===== config.mk =====
export PLATFORM = sky130hd
export DESIGN_NAME = fixed_subtractor_pipe
export DESIGN_NICKNAME = d
export VERILOG_FILES = /design/src/rtl/fixed_subtractor_pipe_pkg.sv /design/src/rtl/fixed_subtractor_pipe_sm_addsub_core.sv /design/src/rtl/fixed_subtractor_pipe.sv
export SDC_FILE = /design/constraint.sdc
export NUM_CORES = 1
export LEC_CHECK = 0
export CAP_MARGIN = 30
export CORE_MARGIN = 10
export CORE_UTILIZATION = 61
export DETAILED_ROUTE_END_ITERATION = 10
export HOLD_SLACK_MARGIN = 0.02
export PLACE_DENSITY = 0.85
export SLEW_MARGIN = 20
export SYNTH_ARGS = -nofsm -noshare
export SYNTH_HDL_FRONTEND = slang
export SYNTH_SLANG_ARGS = --single-unit

===== constraint.sdc =====
create_clock -name clk -period 8.35 [get_ports clk]
set_clock_uncertainty 0.15 [all_clocks]
set_input_delay 2.0875 -clock clk [delete_from_list [all_inputs] [get_ports clk]]
set_output_delay 2.0875 -clock clk [all_outputs]
set_load 0.1 [all_outputs]

===== src/rtl/fixed_subtractor_pipe_pkg.sv =====
// Shared number-format defaults and operation codes for the sign-magnitude
// fixed-point datapath (subtractor pipe and adder pipe).
package fixed_subtractor_pipe_pkg;

  // Word length: bit WL-1 is the sign (1 = negative), bits WL-2:0 the magnitude.
  localparam int WL_DEFAULT  = 32;
  // Integer bits including the sign; the magnitude has IWL-1 integer bits.
  localparam int IWL_DEFAULT = 8;

  // Operation selector: a subtract is an add with the subtrahend sign flipped.
  typedef enum logic {
    OP_ADD = 1'b0,
    OP_SUB = 1'b1
  } addsub_op_e;

endpackage


===== src/rtl/fixed_subtractor_pipe_sm_addsub_core.sv =====
// Combinational sign-magnitude adder core with saturation and -0 cleanup.
// The caller supplies the effective sign of the second operand, so the same
// core serves both an adder and a subtractor pipe.
module sm_addsub_core
  import fixed_subtractor_pipe_pkg::*;
#(
  parameter int WL = WL_DEFAULT
) (
  input  logic          a_sign,
  input  logic          b_sign,
  input  logic [WL-2:0] a_mag,
  input  logic [WL-2:0] b_mag,
  input  logic          a_ge_b,
  output logic [WL-1:0] c,
  output logic          ovf
);

  logic [WL-1:0] sum;
  logic [WL-2:0] diff;
  logic [WL-2:0] mag;
  logic          sign;

  // Add magnitudes on equal signs, otherwise subtract the smaller from the
  // larger; saturate an oversized sum and force a zero result to +0.
  always_comb begin
    sum  = {1'b0, a_mag} + {1'b0, b_mag};
    diff = a_ge_b ? (a_mag - b_mag) : (b_mag - a_mag);
    mag  = '0;
    sign = 1'b0;
    c    = '0;
    ovf  = 1'b0;
    if (a_sign == b_sign) begin
      if (sum[WL-1]) begin
        ovf = 1'b1;
        c   = {a_sign, {(WL-1){1'b1}}};
      end else begin
        mag  = sum[WL-2:0];
        sign = a_sign;
      end
    end else begin
      mag  = diff;
      sign = a_ge_b ? a_sign : b_sign;
    end
    if (!ovf) begin
      c = (mag == '0) ? '0 : {sign, mag};
    end
  end

endmodule


===== src/rtl/fixed_subtractor_pipe.sv =====
// Two-stage pipelined sign-magnitude subtractor c = a - b with valid/ready
// handshakes on both sides. Stage 1 latches operands and the magnitude
// compare; stage 2 latches the saturated result. Up to two beats buffer.
module fixed_subtractor_pipe
  import fixed_subtractor_pipe_pkg::*;
#(
  parameter int WL  = WL_DEFAULT,
  parameter int IWL = IWL_DEFAULT
) (
  input  logic          clk,
  input  logic          rst,
  input  logic          in_valid,
  output logic          in_ready,
  input  logic [WL-1:0] a,
  input  logic [WL-1:0] b,
  output logic          out_valid,
  input  logic          out_ready,
  output logic [WL-1:0] c,
  output logic          ovf
);

  localparam addsub_op_e OP = OP_SUB;

  logic          s1_valid;
  logic          s1_a_sign;
  logic          s1_sb_eff;
  logic [WL-2:0] s1_a_mag;
  logic [WL-2:0] s1_b_mag;
  logic          s1_a_ge_b;

  logic          s2_valid;
  logic [WL-1:0] c_q;
  logic          ovf_q;

  logic          s1_adv;
  logic          s2_adv;
  logic [WL-1:0] core_c;
  logic          core_ovf;

  assign s2_adv    = ~s2_valid | out_ready;
  assign s1_adv    = ~s1_valid | s2_adv;
  assign in_ready  = s1_adv;
  assign out_valid = s2_valid;
  assign c         = c_q;
  assign ovf       = ovf_q;

  // Stage 1: capture operands, the effective subtrahend sign and the
  // magnitude compare whenever the stage is free to move.
  always_ff @(posedge clk) begin
    if (rst) begin
      s1_valid  <= 1'b0;
      s1_a_sign <= 1'b0;
      s1_sb_eff <= 1'b0;
      s1_a_mag  <= '0;
      s1_b_mag  <= '0;
      s1_a_ge_b <= 1'b0;
    end else if (s1_adv) begin
      s1_valid <= in_valid;
      if (in_valid) begin
        s1_a_sign <= a[WL-1];
        s1_sb_eff <= b[WL-1] ^ (OP == OP_SUB);
        s1_a_mag  <= a[WL-2:0];
        s1_b_mag  <= b[WL-2:0];
        s1_a_ge_b <= (a[WL-2:0] >= b[WL-2:0]);
      end
    end
  end

  sm_addsub_core #(
    .WL(WL)
  ) u_core (
    .a_sign(s1_a_sign),
    .b_sign(s1_sb_eff),
    .a_mag (s1_a_mag),
    .b_mag (s1_b_mag),
    .a_ge_b(s1_a_ge_b),
    .c     (core_c),
    .ovf   (core_ovf)
  );

  // Stage 2: register the result; it holds while the consumer stalls.
  always_ff @(posedge clk) begin
    if (rst) begin
      s2_valid <= 1'b0;
      c_q      <= '0;
      ovf_q    <= 1'b0;
    end else if (s2_adv) begin
      s2_valid <= s1_valid;
      if (s1_valid) begin
        c_q   <= core_c;
        ovf_q <= core_ovf;
      end
    end
  end

endmodule


==> reports/results.txt <==
The launching element type of the critical path was an input pin. The clock passes through at most 2 buffers. Clock-pin slew was measured on the worst setup and hold paths at 0.08 ns. After the last flow step, the layout net total stands at 1658. Data arrives at the worst endpoint at 4.08 ns. In the post-synthesis netlist, the biggest area contributors are dfxtp_1 20%, ha_1 15%, a21oi_1 9.4%.

The count of flip-flops with a built-in enable after synthesis was 0. In this design, the critical path's most frequently occurring cell is clkdlybuf4s50_1. The run finished with clean final reports. After detailed routing, the average wire length per cell comes to 20.7 um. Setup TNS: 0 ns. Wires add up to 34800 um. The sequential fraction of the synthesis area was 20.0%; the proportion of netlist area held by the largest area contributor was 20.0%. The run gives 1.77 mW as the total design power. Fraction of synthesized area in multiplexers: 0.400%.

For this run, the leading register cell type out of synthesis is dfxtp_1. In this run, distinct cell masters in the synthesized netlist total 76. The later pin in the worst-skew pair is clocked with a latency of 0.35 ns. After clock tree synthesis, the repair step resized 0 gates.

The tools report the quantity of hold-fixing buffers added after cts as 0. Buffer count from post-CTS setup fixing: 0. The tools report the worst slew slack as a fraction of its limit as 33.0%.

The number of buffers added on ports works out to 102. The floorplan step defined a core boundary enclosing 0.0160 mm^2. For this run, the slowest stage of the critical path takes 1.02 ns. Setup repair after global routing left no endpoint under its margin. The run gives 7 as the first-pass iteration count of the detailed router.

Across the run, the number of max-cap violations was 0. Cells fill 71.0% of the core in the end. The last weighted congestion value of the routability-driven placer is 1.02, and the post-synthesis to final-layout area growth is 13.3%. Once the floorplan was initialized, standard cells occupied 62.6% of the core. Largest fanout of any net on the critical path: 5. Summed over all nets, the half-perimeter wirelength after detailed placement is 27200 um. The setup violation total in the final timing report came out at 0.

The final worst setup slack was 2.04 ns; the slew of the pin with the lowest slew margin was 1.00 ns. TritonCTS built the clock tree. The critical path goes through clkdlybuf4s50_1 -> nor2b_1 -> nand2_1 -> clkdlybuf4s50_1. The analysis attributes to cell leakage a power of 4.64 nW.

The count of inserted antenna diode cells came out at 0. The run gives 0 as the number of endpoints with negative hold slack in the final report. Counting flops and latches in the post-synthesis netlist gives 100. In the layout the commonest cells are 188 x a21oi_1, 184 x nand2_1, 129 x inv_1. CTS H-tree depth: 3.

The tree is rooted in a clkbuf_16. The share of synthesized registers carrying an async set or reset was 0%. The synthesized netlist devotes 20.2% of its cell area to simple gates. Static timing analysis puts the maximum clock frequency at 158 MHz. The largest area contributor in the synthesized netlist is dfxtp_1. When the netlist entered floorplanning its net count stood at 1617. STA classifies the critical path endpoint as an output port. The arithmetic-cell share of the synthesized area counting full adders, half adders and majority gates was 16.0%.

TritonCTS created 9 clock buffers. 103 I/O pins were placed. The run gives 2.08 ns as the worst slack at placement.

Highest-delay cell along the critical path: clkdlybuf4s50_1. The worst hold slack after final layout came out at 0.343 ns. The logs give 0 for the aggregate global routing overflow and 0 for the initial antenna violation count. The smallest clock period supported by the final layout is computed as 6.31 ns. The all-layer global routing usage was 30.5%; the post-synthesis share of cell area spent on xor and xnor gates was 1.92%. The x dimension of the die is 148 um. The run gives 0 as the number of design rule violations left after detail routing. The worst setup path is of the in2out kind. In this run the remaining antenna-violating nets after routing total 0. Clock tree synthesis found a total of 100 sinks. For the max-slew violation total from the final report, the log shows 0. After detailed routing, the number of vias per cell comes to 6.52. Power per cell area: 156 mW/mm^2.

In this run, the number of DRC markers left after iteration 0 of detailed routing was 1457. The first global-routing pass estimated 55100 um of wire. The count of vias placed by the detailed router was 10972; the peak supply drop was 0.153 mV.

The synthesized netlist devotes 33.2% of its cell area to compound gates. Final period utilization: 75.6%. The cell count after synthesis came out at 1423. The largest net degree at the start of global routing was 101; the share of cells above drive strength 1 was 3.27%. After synthesis, the largest family of logic cells by area is compound AO/OA/AOI/OAI gates. Most common cell after layout, fill and taps aside: a21oi_1. A synthesized cell averages 7.04 um^2. The total die area is 0.0219 mm^2, and the required time of the critical path is 6.11 ns. The worst hold path belongs to the class reg2reg.

During synthesis, Yosys emitted a total of 0 warnings. The floorplan has 46 rows. The post-synth design cell area is 0.0100 mm^2, and the number of global-route vias before repair is 10279. The die is 148 um tall.
cells by family after synthesis:
family,Yosys count
DFF,100
xor gates and xnor gates,22
muxes,4
and+or+nand+nor,448
buffers and inverters,212
adders and majority gates,126
AOI/OAI and AO/OA,511
final cells by class:
| type | instances | area [um^2] |
|---|---|---|
| Tap cell | 216 | 270 |
| Timing Repair Buffer | 112 | 1110 |
| Clock buffer | 11 | 253 |
| Clock inverter | 4 | 33.8 |
| Multi-Input combinational cell | 1111 | 7200 |
| Inverter | 130 | 488 |
| Sequential cell | 100 | 2000 |
| Fill cell | 1314 | 4650 |
Yosys cell counts, drive strengths merged, types with 4 or more instances:
| cell | n |
|---|---|
| o31a | 6 |
| a31oi | 9 |
| xnor2 | 18 |
| a221o | 5 |
| a22oi | 8 |
| o2111ai | 9 |
| a2111oi | 8 |
| a221oi | 10 |
| buf | 21 |
| ha | 123 |
| o211ai | 21 |
| o21a | 11 |
| o2bb2ai | 4 |
| nand2b | 13 |
| o32ai | 7 |
| o21ai | 84 |
| dfxtp | 100 |
| or3 | 7 |
| nand2 | 185 |
| a21oi | 189 |
| mux2i | 4 |
| o21bai | 10 |
| nor2 | 111 |
| nor4 | 10 |
| a21o | 15 |
| and3 | 4 |
| inv | 129 |
| nor3 | 33 |
| and2 | 11 |
| a211oi | 32 |
| clkbuf | 61 |
| xor2 | 4 |
| or2 | 4 |
| o221ai | 6 |
| nand3 | 17 |
| nand4 | 23 |
| a21boi | 8 |
| o22ai | 13 |
| a311oi | 11 |
| o211a | 4 |
| o31ai | 8 |
| nor2b | 21 |
path summary, 6_finish.rpt:
kind / from / to / slack [ns] / depth (start not counted)
max: out_ready / in_ready / 2.04 / 4
max reg2reg: s1_a_mag[14] / c[31] / 3.58 / 13
min: s1_b_mag[30] / s1_b_mag[30] / 0.34 / 2
min reg2reg: s1_b_mag[30] / s1_b_mag[30] / 0.34 / 2
per-stage QoR:
stage,instance area (um^2),instances
floorplan,10000,1423
global placement,11000,1668
detailed placement,11000,1668
CTS,11300,1683
global route,11400,1684
finish,11400,1684
critical path: cells and delay by family:
| kind | cells | cell delay (ns) |
|---|---|---|
| buf+inv | 2 | 1.44 |
| simple gates | 2 | 0.55 |
sequential cells by signal (all words and copies together), names as in the netlist:
signal,flops
c,32
out_valid,1
ovf,1
s1_a_ge_b,1
s1_a_mag,31
s1_a_sign,1
s1_b_mag,31
s1_sb_eff,1
s1_valid,1
where the power goes:
part           switching (mW)  total, mW  internal (mW)
Combinational           0.549      0.819          0.269
Clock                   0.196      0.416          0.219
Sequential             0.0282      0.536          0.508
layer usage:
metal	share of wire (%)	vias to the layer above	GRT usage, %
met3	9.7	53	5.76
met2	45	618	48.9
li1	-	5190	-
met4	2.0	0	7.14
met5	0	-	0
met1	43	5111	41.2
No activity file was read; power rests on OpenSTA's default activity.
